`src/rtl/disaggregator_pkg.sv`:
```
// ============================================================================
// disaggregator_pkg : shared defaults and index type for the wide-to-narrow path
// Revision: 1.0
// ============================================================================
`default_nettype none

package disaggregator_pkg;

  localparam int DSIZE       = 11;
  localparam int FETCH_WIDTH = 2;

  // A one-slice word still needs a 1-bit index so the counter never collapses to zero width.
  function automatic int idx_width(input int fetch_width);
    return (fetch_width > 1) ? $clog2(fetch_width) : 1;
  endfunction

  localparam int FETCH_IDX_W = idx_width(FETCH_WIDTH);

  typedef logic [FETCH_IDX_W-1:0] fetch_idx_t;

endpackage

`default_nettype wire

```
`src/rtl/disaggregator_if.sv`:
```
// ============================================================================
// disaggregator_if : FWFT sender side plus narrow receiver side of the serializer
// Revision: 1.0
// ============================================================================
`default_nettype none

interface disaggregator_if
  import disaggregator_pkg::*;
#(
  parameter int DATA_WIDTH  = DSIZE,
  parameter int FETCH_WIDTH = disaggregator_pkg::FETCH_WIDTH
);

  logic [FETCH_WIDTH*DATA_WIDTH-1:0] sender_data;
  logic                              sender_empty_n;
  logic                              sender_deq;
  logic [DATA_WIDTH-1:0]             receiver_data;
  logic                              receiver_full_n;
  logic                              receiver_enq;

  // Environment view: feeds the wide sender and models the narrow receiver.
  modport master (
    output sender_data,
    output sender_empty_n,
    input  sender_deq,
    input  receiver_data,
    output receiver_full_n,
    input  receiver_enq
  );

  // Serializer view.
  modport slave (
    input  sender_data,
    input  sender_empty_n,
    output sender_deq,
    output receiver_data,
    input  receiver_full_n,
    output receiver_enq
  );

endinterface

`default_nettype wire

```
`src/rtl/disaggregator.sv`:
```
// ============================================================================
// disaggregator : splits FETCH_WIDTH*DATA_WIDTH words into DATA_WIDTH slices, LSB slice first
// Revision: 1.0
// ============================================================================
`default_nettype none

module disaggregator
  import disaggregator_pkg::*;
#(
  parameter int DATA_WIDTH  = DSIZE,
  parameter int FETCH_WIDTH = disaggregator_pkg::FETCH_WIDTH
) (
  input  wire logic     clk,
  input  wire logic     rst_n,
  disaggregator_if.slave bus
);

  localparam int                WIDE_W   = FETCH_WIDTH * DATA_WIDTH;
  localparam int                IDX_W    = idx_width(FETCH_WIDTH);
  localparam logic [IDX_W-1:0]  LAST_IDX = IDX_W'(FETCH_WIDTH - 1);

  logic [WIDE_W-1:0]     r_cur_data;
  logic [WIDE_W-1:0]     r_nxt_data;
  logic                  r_cur_v;
  logic                  r_nxt_v;
  logic [IDX_W-1:0]      r_idx;

  logic [DATA_WIDTH-1:0] w_slice [FETCH_WIDTH];
  logic [DATA_WIDTH-1:0] w_rx_data;
  logic                  w_enq;
  logic                  w_deq;
  logic                  w_finish;

  genvar gi;
  generate
    for (gi = 0; gi < FETCH_WIDTH; gi++) begin : g_slice
      assign w_slice[gi] = r_cur_data[gi*DATA_WIDTH +: DATA_WIDTH];
    end
  endgenerate

  always_comb begin
    w_rx_data = '0;
    for (int i = 0; i < FETCH_WIDTH; i++) begin
      if (r_idx == IDX_W'(i)) begin
        w_rx_data = w_slice[i];
      end
    end
  end

  assign w_enq    = r_cur_v & bus.receiver_full_n;
  assign w_finish = w_enq & (r_idx == LAST_IDX);
  // Pop only while nxt is free; gated by rst_n so nothing is lost while reset is held.
  assign w_deq    = rst_n & bus.sender_empty_n & ~r_nxt_v;

  assign bus.receiver_enq  = w_enq;
  assign bus.receiver_data = w_rx_data;
  assign bus.sender_deq    = w_deq;

  always_ff @(posedge clk or negedge rst_n) begin
    if (!rst_n) begin
      r_cur_data <= '0;
      r_nxt_data <= '0;
      r_cur_v    <= 1'b0;
      r_nxt_v    <= 1'b0;
      r_idx      <= '0;
    end else if (w_finish) begin
      r_idx <= '0;
      if (r_nxt_v) begin
        r_cur_data <= r_nxt_data;
        r_nxt_v    <= 1'b0;
      end else if (w_deq) begin
        // Direct load on the last slice keeps the narrow stream bubble-free.
        r_cur_data <= bus.sender_data;
      end else begin
        r_cur_v <= 1'b0;
      end
    end else begin
      if (w_enq) begin
        r_idx <= r_idx + 1'b1;
      end
      if (w_deq) begin
        if (!r_cur_v) begin
          r_cur_data <= bus.sender_data;
          r_cur_v    <= 1'b1;
          r_idx      <= '0;
        end else begin
          r_nxt_data <= bus.sender_data;
          r_nxt_v    <= 1'b1;
        end
      end
    end
  end

endmodule

`default_nettype wire

```
`src/flat_wrapper.sv`:
```
// flat-port wrapper written by rule: the top's interface ports become plain ports
module disaggregator_flat import disaggregator_pkg::*;
#(
  parameter int DATA_WIDTH  = DSIZE,
  parameter int FETCH_WIDTH = disaggregator_pkg::FETCH_WIDTH
)
  (clk, rst_n, bus_sender_data, bus_sender_empty_n, bus_sender_deq, bus_receiver_data, bus_receiver_full_n, bus_receiver_enq);
  disaggregator_if #(.DATA_WIDTH(DATA_WIDTH), .FETCH_WIDTH(FETCH_WIDTH)) bus_i ();
  input  wire logic clk;
  input  wire logic rst_n;
  input wire logic [$bits(bus_i.sender_data)-1:0] bus_sender_data;
  input wire logic [$bits(bus_i.sender_empty_n)-1:0] bus_sender_empty_n;
  output wire logic [$bits(bus_i.sender_deq)-1:0] bus_sender_deq;
  output wire logic [$bits(bus_i.receiver_data)-1:0] bus_receiver_data;
  input wire logic [$bits(bus_i.receiver_full_n)-1:0] bus_receiver_full_n;
  output wire logic [$bits(bus_i.receiver_enq)-1:0] bus_receiver_enq;
  assign bus_i.sender_data = bus_sender_data;
  assign bus_i.sender_empty_n = bus_sender_empty_n;
  assign bus_sender_deq = bus_i.sender_deq;
  assign bus_receiver_data = bus_i.receiver_data;
  assign bus_i.receiver_full_n = bus_receiver_full_n;
  assign bus_receiver_enq = bus_i.receiver_enq;
  disaggregator #(.DATA_WIDTH(DATA_WIDTH), .FETCH_WIDTH(FETCH_WIDTH)) u_core (.clk(clk), .rst_n(rst_n), .bus(bus_i));
endmodule
```
`config.mk`:
```
export PLATFORM = sky130hd
export DESIGN_NAME = disaggregator_flat
export DESIGN_NICKNAME = d
export VERILOG_FILES = /design/src/rtl/disaggregator_pkg.sv /design/src/rtl/disaggregator_if.sv /design/src/rtl/disaggregator.sv /design/src/flat_wrapper.sv
export SDC_FILE = /design/constraint.sdc
export NUM_CORES = 1
export LEC_CHECK = 0
export BUFFER_PORTS_ARGS = -buffer_cell sky130_fd_sc_hd__buf_2
export CAP_MARGIN = 20
export CORE_UTILIZATION = 35
export CTS_CLUSTER_SIZE = 14
export DETAILED_ROUTE_END_ITERATION = 8
export HOLD_SLACK_MARGIN = 0.1
export PLACE_DENSITY = 0.54
export SYNTH_ARGS = -nofsm -noshare
export SYNTH_HDL_FRONTEND = slang
export SYNTH_SLANG_ARGS = --single-unit
export TNS_END_PERCENT = 10
```
`constraint.sdc`:
```
create_clock -name clk -period 5.1 [get_ports clk]
set_input_delay 0.51 -clock clk [delete_from_list [all_inputs] [get_ports clk]]
set_output_delay 0.51 -clock clk [all_outputs]
set_load 0.03 [all_outputs]
```
* Word-level counts from Yosys, hierarchy flattened *
Cells that the tools add are included.

storage, ports and cells
  bits in registers = 47
  input bits = 26
  output and inout port bits = 13
  word-level logic and storage cells = 39

operators by class
  add/subtract/negate cells = 1
  eq/ne operators = 3
  multiplexer cells = 17
  bitwise logic cells = 6
  reductions and logical operators = 7

operator list
  operator                                      count
  22-bit 2-to-1 mux                             5
  1-bit 2-to-1 mux                              11
  11-bit 2-to-1 mux                             1
  3-bit AND reduction                           3
  2-bit inequality test, second input constant  3
  2-bit nonzero test                            3
  1-bit AND                                     4
  1-bit inverter                                2
  2-bit AND reduction                           1
  1-bit adder, second input constant            1

* Depth between registers and ports, before layout *
Gate-level depths: netlist of run 1.

  depth in word-level cells = 5
  depth in mapped cells = 5
  mapped depth without buffers = 4

* Worst setup path before layout of run 1 *
Ideal clock, no wire load.

  path type = register to output
  start point = register u_core.r_idx
  end point = output bus_receiver_data[1]
  arrival = 1.191 ns
  required time = 4.590 ns
  path slack = 3.399 ns
  cell stages (with the launch flop) = 3
  path buffers = 1
  cells stage by stage = dfrtp_1 clkbuf_1 mux2_2

between the ends
  cells in the longest elaborated chain, start to end = 1

RTL lines
  item                    RTL line             RTL
  from (decl)             disaggregator.sv:26  logic [IDX_W-1:0] r_idx;
  from (signal assigned)  disaggregator.sv:79  r_idx <= r_idx + 1'b1;
  11-bit 2-to-1 mux       disaggregator.sv:44  if (r_idx == IDX_W'(i)) begin
  to (decl)               flat_wrapper.sv:14   output wire logic [$bits(bus_i.receiver_data)-1:0] bus_receiver_data;

Every way passes these cells.

* Worst setup path in the final report of run 1 *
  start point = register u_core.r_idx
  end point = register u_core.r_cur_data[12]

between the ends
  cells in the longest elaborated chain, start to end = 3
  elaborated cells between the ends (all ways) = 5
  classes of those cells = 1 x eq/ne; 1 x mux; 1 x bitwise; 2 x reduce/logical

RTL lines
  item                                                                   RTL line             RTL
  1-bit AND (*)                                                          disaggregator.sv:51  assign w_finish = w_enq & (r_idx == LAST_IDX);
  2-bit inequality test (no line) or 2-bit nonzero test (tied branches)  n/a
  3-bit AND reduction (no line)                                          n/a
  to (signal assigned)                                                   disaggregator.sv:69  r_cur_data <= r_nxt_data;
  to (signal assigned)                                                   disaggregator.sv:73  r_cur_data <= bus.sender_data;
  to (signal assigned)                                                   disaggregator.sv:83  r_cur_data <= bus.sender_data;
  to (decl)                                                              disaggregator.sv:22  logic [WIDE_W-1:0] r_cur_data;

Mark *: on every way between the ends. The rest lies on a longest branch, timed or not.
A chain may end at the register's enable or synchronous reset.

==> run_results.csv, run 1 <==
group,metric,value,unit
drt,via_per_inst,5.019,
clock_network,ctsResizeCount,0,
timing,tightest_slew,0.7582,ns
floorplan,die_area,0.006481,sq mm
timing,hold_viol_final,0,
drt,num_vias,1330,
timing,slew_headroom,49.30,%
place,dp_cells,256,
synth,synth-warning-count,0,
drt,remaining_drc_errors,0,
synth,async_reset_ff_share,100.0,%
power,switching_share,36.23,%
synth,syn_inst,147,
synth,ys_top_cells_by_area,"dfrtp_1, mux2_2, buf_2",
timing,final.setup.tns,0,ns
place,gp_congestion,0.7254,
timing,period_needed,2.617,ns
synth,yosys.area.top_type,"dfrtp_1",
clock_network,cts.clk_slew.worst_paths,0.08,ns
timing,finalMaxSlewViolations,0,
setup_path,crit_path_start_kind,"flip-flop",
grt,antenna_found_initial,0,
power,p_int,995.9,uW
clock_network,cts_hold_buf,0,
drt,detail_route.wl_per_cell,16.29,um
synth,ys_ff_latch,47,
synth,synthDistinctLibCells,15,
setup_path,crit_required,5.28,ns
place,dp.final_hpwl,3034,um
clock_network,insertion_delay,0.29,ns
power,p_leak,1.148,nW
timing,clock.fmax,0.3821,GHz
clock_network,numCtsBuffers,5,
timing,timing.final.ws_setup,2.483,ns
power,p_seq_share,43.8,%
setup_path,critical_path_peak_fanout,15,
setup_path,rrSetupSlack,2.48,ns
synth,synth_most_common_cell,"mux2_2",
power,powerDensity,616.4,mW/mm^2
grt,grt_pass1_wl,7058,um
grt,grt_overflow,0,
floorplan,die_w,80.51,um
clock_network,cts_buffer_depth,2,
final_layout,final_layout_size_suffix_gt1_share,67.37,%
synth,synth_edf_count,0,
floorplan,std_cell_rows,28,
timing,setup_viol,0,
final_layout,antennaDiodeCount,0,
setup_path,r2r_end,"u_core.r_cur_data[12]",
drt,first_pass_iters,3,
place,io_buffers,38,
grt,grtUsageTotal,14.74,%
synth,syn_area_per_cell,14.67,sq um
hold_path,hp-class,"in2async",
grt,grt_start_max_net_pins,49,
synth,synthTopCellsByCount,"mux2_2, dfrtp_1, buf_2, nand2_1",
synth,synth_top_area_share,54.52,%
clock_network,htreeDepth,2,
power,p_clk_share,13.5,%
final_layout,fin_util,42.79,%
synth,synthFlopType,"dfrtp_1",
clock_network,cts_setup_buffers,0,
setup_path,worstPathArrival,2.80,ns
floorplan,io_pins,39,
synth,synth_nets,173,
drt,antenna_left,0,
final_layout,nets,215,
timing,skew,0.003089,ns
outcome,status,"finished, final reports clean",
floorplan,die-height,80.51,um
grt,grt_pass1_vias,1435,
timing,whs,0.3048,ns
drt,drt_iter0_drc,39,
setup_path,endpoint_kind,"flip-flop",
clock_network,tritoncts,"done",
place,dp_slack,1.995,ns
power,ir_drop,0.3754,mV
synth,netlist_area,0.002157,sq mm
power,p_comb_share,42.7,%
run,cap_violations,0,
floorplan,start_util,36.43,%
floorplan,core,0.005921,sq mm
clock_network,clock-sinks,47,
setup_path,worstSetupPathType,"reg2reg",
final_layout,areaGrowthSynthToFinish,17.46,%
final_layout,instances_no_fill,265,
drt,drt-total-wl,4317,um
clock_network,root_buffer,"clkbuf_8",
setup_path,reg2reg_depth,4,
timing,fin_crit_sh,51.32,%
setup_path,r2r-start,"u_core.r_idx",
synth,synth-seq-area-share,54.52,%
power,net-switching-power,565.7,uW
timing,rsz0062_at_grt,"no",
power groups by stage:
stage	Clock, mW	Sequential [mW]	Combinational, mW
3_5_place_dp	0	0.693	0.672
4_1_cts	0.222	0.686	0.675
2_1_floorplan	0	0.636	0.540
3_3_place_gp	0	0.677	0.649
5_1_grt	0.237	0.710	0.721
6_report	0.211	0.684	0.667
critical path: stages (launching register included):
cell     delay (ns)
dfrtp_1        0.73
nand4_1        0.75
buf_4          0.46
mux2_2         0.30
mux2_2         0.26
worst max path at each step:
stage	from	end	slack, ns	cells after the start
3_5_place_dp	rst_n	u_core.r_nxt_data[0]	2.00	6
4_1_cts	rst_n	u_core.r_nxt_data[0]	2.31	6
5_1_grt	u_core.r_idx	u_core.r_cur_data[12]	2.29	4
2_1_floorplan	u_core.r_idx	bus_receiver_data[1]	3.40	2
6_report	u_core.r_idx	u_core.r_cur_data[12]	2.48	4
3_3_place_gp	rst_n	u_core.r_nxt_data[6]	2.20	6
through the flow:
| stage | total power, mW | area, sq um |
|---|---|---|
| 2_1_floorplan | 1.177 | 2157 |
| 3_3_place_gp | 1.326 | 2435 |
| 3_5_place_dp | 1.366 | 2435 |
| 4_1_cts | 1.584 | 2519 |
| 5_1_grt | 1.668 | 2534 |
| 6_report | 1.562 | 2534 |
sequential cells by signal (all words and copies together) (netlist names):
name	count
u_core.r_cur_data	22
u_core.r_nxt_data	22
u_core.r_idx	1
u_core.r_nxt_v	1
u_core.r_cur_v	1
metal layers:
layer  up-vias  routed length [um]  global-route usage [%]
li1        612                   -                       -
met1       683                1766                   16.43
met2        31                2310                   27.12
met3         4                 198                   3.864
met4         0                  41                   4.464
met5         -                   0                       0
placed cells by master (no fill, tap or decap), drive strengths merged:
cell type / synthesis / final
a22oi: 1 / 1
and2: 1 / 1
and3: 1 / 1
buf: 6 / 42
clkbuf: 1 / 5
clkinv: 0 / 3
dfrtp: 47 / 47
inv: 2 / 2
mux2: 77 / 77
nand2: 3 / 3
nand3: 1 / 1
nand3b: 1 / 1
nand4: 1 / 1
nor2: 2 / 2
nor3: 1 / 1
o21ai: 2 / 2
cells by family (layout without fill, tap and decap cells):
kind of cell | after synthesis | count (layout) | share of synthesized area [%]
mux | 77 | 77 | 40.20
flops | 47 | 47 | 54.52
simple gates | 11 | 11 | 2.553
buf+inv | 9 | 52 | 1.914
compound gates | 3 | 3 | 0.8122
final cells by class:
class | count | area [sq um]
clock buffers | 5 | 68.82
clock inverters | 3 | 15.01
fillers | 551 | 3387
inverters | 2 | 7.507
multi-input cells | 91 | 944.7
flip-flops and latches | 47 | 1176
well taps | 75 | 93.84
repair buffers | 42 | 227.7
(Power assumes the default switching activity.)
==> run 2, diff against run 1 <==
--- a/config.mk
+++ b/config.mk
@@ -5,6 +5,7 @@
 export SDC_FILE = /design/constraint.sdc
 export NUM_CORES = 1
 export LEC_CHECK = 0
+export ABC_AREA = 1
 export BUFFER_PORTS_ARGS = -buffer_cell sky130_fd_sc_hd__buf_2
 export CAP_MARGIN = 20
 export CORE_UTILIZATION = 35
==> constraint.sdc (replaced) <==
create_clock -name clk -period 2.7 [get_ports clk]
set_input_delay 0.27 -clock clk [delete_from_list [all_inputs] [get_ports clk]]
set_output_delay 0.27 -clock clk [all_outputs]
set_load 0.03 [all_outputs]
==> run_results.csv, run 2 <==
group,metric,value,unit
setup_path,cp_top_family,"buffers and inverters",
timing,skew,0.004566,ns
drt,detail_route.wl_per_cell,12.99,um
timing,rsz0062_at_grt,"no",
timing,period_needed,1.993,ns
power,p_comb_share,5.5,%
final_layout,layout_common_cells,"nand2_1, dfrtp_1, nand3_1",
clock_network,htreeDepth,2,
drt,antenna_left,0,
setup_path,crit_path_max_incr_delay,0.52,ns
setup_path,r2r_end,"u_core.r_cur_data[6]",
setup_path,crit_start,"rst_n",
final_layout,fin_util,42.20,%
floorplan,die-height,87.65,um
power,p_leak,1.792,nW
power,p_clk_share,34.4,%
synth,syn_area_per_cell,6.617,sq um
setup_path,crit_chain,"dlygate4sd3_1 > buf_2 > nand3_1 > inv_2 > buf_2",
final_layout,instances_no_fill,517,
timing,hold_viol_final,0,
synth,synth-warning-count,0,
clock_network,cts_setup_buffers,0,
clock_network,insertion_delay,0.30,ns
grt,grt_overflow,0,
setup_path,worstPathArrival,1.72,ns
hold_path,hp-class,"in2reg",
clock_network,tritoncts,"done",
drt,first_pass_iters,4,
power,powerDensity,399.1,mW/mm^2
synth,synthFlopType,"dfrtp_1",
synth,ys_top_cells_by_area,"dfrtp_1, nand2_1, nand3_1",
setup_path,reg2reg_depth,6,
timing,fin_crit_sh,73.80,%
clock_network,numCtsBuffers,5,
outcome,status,"finished, final reports clean",
grt,grtUsageTotal,19.55,%
synth,netlist_area,0.002567,sq mm
final_layout,final_common_cell,"nand2_1",
power,ir_drop,0.1581,mV
power,switching_share,23.03,%
floorplan,std_cell_rows,30,
synth,synthTopCellsByCount,"nand2_1, dfrtp_1, nand3_1, buf_2, clkbuf_1",
floorplan,core,0.006944,sq mm
grt,grt_start_max_net_pins,31,
timing,finalMaxSlewViolations,0,
setup_path,crit_end,"bus_sender_deq",
place,gp_congestion,0.7778,
drt,drt_iter0_drc,102,
clock_network,cts.clk_slew.worst_paths,0.08,ns
floorplan,die_w,87.65,um
floorplan,die_area,0.007683,sq mm
power,net-switching-power,269.3,uW
drt,drt-total-wl,6718,um
timing,final.setup.tns,0,ns
power,p_seq_share,60.1,%
setup_path,cp.buffers_inverters,4,
timing,tightest_slew,0.5180,ns
power,power.total,1.170,mW
place,dp.final_hpwl,4613,um
place,dp_cells,510,
drt,via_per_inst,4.671,
drt,num_vias,2415,
setup_path,crit_required,2.43,ns
synth,ys_ff_latch,47,
power,p_int,900.3,uW
setup_path,r2r-start,"u_core.r_idx",
setup_path,crit_path_start_kind,"primary input",
setup_path,path_common_cell,"buf_2",
synth,synth_top_area_share,45.81,%
run,cap_violations,0,
timing,clock.fmax,0.5018,GHz
synth,async_reset_ff_share,100.0,%
synth,synth_nets,414,
floorplan,start_util,36.97,%
final_layout,antennaDiodeCount,0,
final_layout,reg_top3,"u_core.r_cur_data: 22 flops, u_core.r_nxt_data: 22 flops",
setup_path,worstSetupPathType,"in2out",
setup_path,endpoint_kind,"output port",
timing,slew_headroom,65.46,%
synth,yosys.area.top_type,"dfrtp_1",
grt,grt_pass1_wl,11430,um
setup_path,rrSetupSlack,0.84,ns
final_layout,final_layout_size_suffix_gt1_share,14.96,%
floorplan,io_pins,39,
final_layout,areaGrowthSynthToFinish,14.13,%
synth,synthDistinctLibCells,14,
grt,grt_pass1_vias,2242,
synth,synth-seq-area-share,45.81,%
setup_path,critical_path_peak_fanout,24,
timing,whs,0.2332,ns
clock_network,root_buffer,"clkbuf_8",
clock_network,clock-sinks,47,
drt,remaining_drc_errors,0,
grt,antenna_found_initial,0,
timing,setup_viol,0,
synth,synth_edf_count,0,
setup_path,critPathSlowestCell,"dlygate4sd3_1",
setup_path,cp.depth,5,
final_layout,nets,448,
synth,syn_inst,388,
place,io_buffers,38,
synth,synth_most_common_cell,"nand2_1",
clock_network,cts_buffer_depth,2,
==> run 2: stage by stage <==
step / area [sq um] / setup WS, ns
final: 2930 / 0.7073
after global routing: 2930 / 0.4883
after CTS: 2930 / 0.6512
after detailed placement: 2848 / 0.8762
after global placement: 2848 / 0.8609
after floorplan: 2567 / 1.369
==> run 2: power by group through the flow <==
| stage | registers (mW) | clock network [mW] | logic [mW] |
|---|---|---|---|
| 2_1_floorplan | 0.717 | 0 | 0.0147 |
| 3_3_place_gp | 0.717 | 0 | 0.0645 |
| 3_5_place_dp | 0.717 | 0 | 0.0645 |
| 4_1_cts | 0.703 | 0.413 | 0.0661 |
| 5_1_grt | 0.703 | 0.449 | 0.0740 |
| 6_report | 0.703 | 0.402 | 0.0643 |
==> run 2: metal layers <==
metal | up-vias | global-route usage (%) | wire [um]
li1 | 1266 | - | -
met1 | 1099 | 28.35 | 3381
met2 | 44 | 30.33 | 2968
met3 | 6 | 3.299 | 295
met4 | 0 | 4.918 | 73
met5 | - | 0 | 0
==> run 2: timing repair <==
item / in CTS / in global routing
endpoints found under the hold margin: 47 / 0
gates resized for setup: 0 / 0
hold buffers: 1 / 0
==> run 2: layout make-up <==
type	instances	area (sq um)
fill	766	4014
multi-input combinational	313	1264
sequential	47	1176
timing repair buffer	49	275.3
tap	96	120.1
clock buffer	6	72.57
inverter	6	22.52
==> run 2: logic make-up after synthesis <==
| kind of cell | synth area share, % |
|---|---|
| DFF | 45.81 |
| AOI/OAI and AO/OA | 1.218 |
| and+or+nand+nor | 48.00 |
| buffers and inverters | 4.971 |
==> run 2: how the worst min path moves through the flow <==
stage / start / endpoint / cells after the start
floorplan: rst_n / u_core.r_cur_data[0] / 0
global placement: rst_n / u_core.r_nxt_data[1] / 2
detailed placement: rst_n / u_core.r_nxt_data[1] / 2
CTS: bus_sender_data[17] / u_core.r_nxt_data[17] / 3
global route: bus_sender_data[0] / u_core.r_nxt_data[0] / 3
finish: bus_sender_data[21] / u_core.r_nxt_data[21] / 3
==> run 2: worst reg2reg max path, delay by kind of cell (launching register included) <==
kind | cells | cell delay, ns
and+or+nand+nor | 5 | 0.89
DFF | 1 | 0.63
buffers and inverters | 1 | 0.25
==> run 3, diff against run 2 <==
--- a/config.mk
+++ b/config.mk
@@ -12,7 +12,7 @@
 export CTS_CLUSTER_SIZE = 14
 export DETAILED_ROUTE_END_ITERATION = 8
 export HOLD_SLACK_MARGIN = 0.1
-export PLACE_DENSITY = 0.54
+export PLACE_DENSITY = 0.55
 export SYNTH_ARGS = -nofsm -noshare
 export SYNTH_HDL_FRONTEND = slang
 export SYNTH_SLANG_ARGS = --single-unit
==> constraint.sdc (replaced) <==
create_clock -name clk -period 1.8 [get_ports clk]
set_input_delay 0.18 -clock clk [delete_from_list [all_inputs] [get_ports clk]]
set_output_delay 0.18 -clock clk [all_outputs]
set_load 0.03 [all_outputs]
==> run_results.csv, run 3 (synthesis gave the netlist of run 2 again) <==
group,metric,value,unit
power,powerDensity,647.1,mW/mm^2
drt,num_vias,2490,
grt,grt_pass1_vias,2234,
floorplan,core,0.006944,sq mm
clock_network,tritoncts,"done",
final_layout,final_common_cell,"nand2_1",
timing,period_needed,1.675,ns
grt,grt_pass1_wl,11170,um
timing,whs,0.1414,ns
power,p_seq_share,54.3,%
clock_network,cts_buffer_depth,2,
final_layout,register_area,0.001176,sq mm
hold_path,hp-class,"in2reg",
timing,fin_crit_sh,93.03,%
outcome,status,"finished, final reports clean",
power,switching_share,22.49,%
drt,drt_iter0_drc,177,
drt,antenna_left,0,
final_layout,layout_common_cells,"nand2_1, dfrtp_1, nand3_1",
setup_path,crit_path_start_kind,"primary input",
drt,first_pass_iters,4,
power,p_int,1.505,mW
power,p_clk_share,40.6,%
timing,tightest_slew,0.4912,ns
final_layout,final_layout_size_suffix_gt1_share,16.20,%
clock_network,htreeDepth,2,
timing,rsz0062_at_grt,"no",
setup_path,path_common_cell,"buf_2",
floorplan,die_w,87.65,um
place,dp_cells,513,
clock_network,insertion_delay,0.31,ns
setup_path,crit_path_max_incr_delay,0.52,ns
floorplan,std_cell_rows,30,
setup_path,critical_path_peak_fanout,17,
timing,finalMaxSlewViolations,0,
setup_path,r2r-start,"u_core.r_idx",
drt,remaining_drc_errors,0,
grt,grt_overflow,0,
final_layout,multi_input_area,0.001269,sq mm
grt,antenna_found_initial,0,
setup_path,critPathSlowestCell,"dlygate4sd3_1",
timing,skew,0.01585,ns
clock_network,numCtsBuffers,5,
final_layout,reg_top3,"u_core.r_cur_data: 22 flops, u_core.r_nxt_data: 22 flops",
drt,drt-total-wl,6697,um
power,ir_drop,0.2828,mV
setup_path,worstPathArrival,1.49,ns
floorplan,die_area,0.007683,sq mm
final_layout,design_area,0.003000,sq mm
setup_path,worstSetupPathType,"in2out",
timing,hold_viol_final,0,
setup_path,crit_chain,"dlygate4sd3_1 > buf_2 > nand3_1 > inv_4 > buf_2",
floorplan,die-height,87.65,um
setup_path,endpoint_kind,"output port",
setup_path,crit_required,1.62,ns
power,net-switching-power,436.7,uW
floorplan,io_pins,39,
hold_path,hold_start,"bus_sender_data[6]",
timing,timing.final.ws_setup,0.1254,ns
setup_path,crit_start,"rst_n",
clock_network,clock-sinks,47,
place,place_area,0.002870,sq mm
final_layout,antennaDiodeCount,0,
final_layout,n_fill_cell,757,
grt,grtUsageTotal,19.17,%
floorplan,start_util,36.97,%
place,io_buffers,38,
power,p_comb_share,5.1,%
place,gp_congestion,0.8239,
drt,detail_route.wl_per_cell,12.83,um
place,dp.final_hpwl,4697,um
run,cap_violations,0,
final_layout,areaGrowthSynthToFinish,16.86,%
timing,final.setup.tns,0,ns
final_layout,instances_no_fill,522,
clock_network,cts_setup_buffers,0,
final_layout,nets,451,
clock_network,root_buffer,"clkbuf_8",
grt,grt_start_max_net_pins,30,
drt,via_per_inst,4.770,
power,p_leak,1.828,nW
timing,setup_viol,0,
clock_network,cts.clk_slew.worst_paths,0.10,ns
timing,clock.fmax,0.5972,GHz
place,dp_slack,0.2490,ns
timing,slew_headroom,67.18,%
==> run 3: critical path, delay by kind of cell <==
family,cells,cell delay [ns]
simple gates,1,0.18
buf+inv,4,1.13
==> run 3: per-stage QoR <==
stage | utilization (%) | power [mW]
floorplan | - | 1.098
CTS | 43.10 | 1.967
global route | 43.21 | 2.022
finish | 43.21 | 1.941
detailed placement | 41.33 | 1.175
global placement | 41.33 | 1.176
==> run 3: metal layers <==
layer / GRT usage [%] / up-vias / share of wire, %
li1: - / 1279 / -
met1: 28.14 / 1146 / 51
met2: 29.33 / 59 / 44
met3: 2.922 / 6 / 3.8
met4: 5.365 / 0 / 1.1
met5: 0 / - / 0
==> run 3: power by group through the flow <==
stage               combinational, mW  clock (mW)  sequential [mW]
global route                    0.114       0.852             1.06
finish                         0.0991       0.787             1.05
global placement                0.100           0             1.08
floorplan                      0.0221           0             1.08
detailed placement             0.0996           0             1.08
CTS                             0.102       0.810             1.05
==> run 3: path summary, 6_finish.rpt <==
kind	to	slack [ns]	cells past startpoint
max	bus_sender_deq	0.13	5
min	u_core.r_nxt_data[6]	0.14	3
max reg2reg	u_core.r_cur_data[2]	0.22	8
min reg2reg	u_core.r_nxt_data[7]	0.47	2
max in group asynchronous	u_core.r_nxt_data[15]	1.04	3
min in group asynchronous	u_core.r_nxt_data[8]	0.41	3
==> run 3: what timing repair did <==
item | in CTS | in global routing
setup endpoints to repair | 0 | 23
endpoints found under the hold margin | 47 | 0
gates resized for setup | 0 | 3
hold buffers | 1 | 0
==> run 3: final cells by class <==
type	count	share of cell area, %
clock buffer	5	2.294
clock inverter	3	1.460
inverter	6	0.8340
multi-input combinational	313	42.29
sequential	47	39.20
tap	96	4.003
timing repair buffer	52	9.925
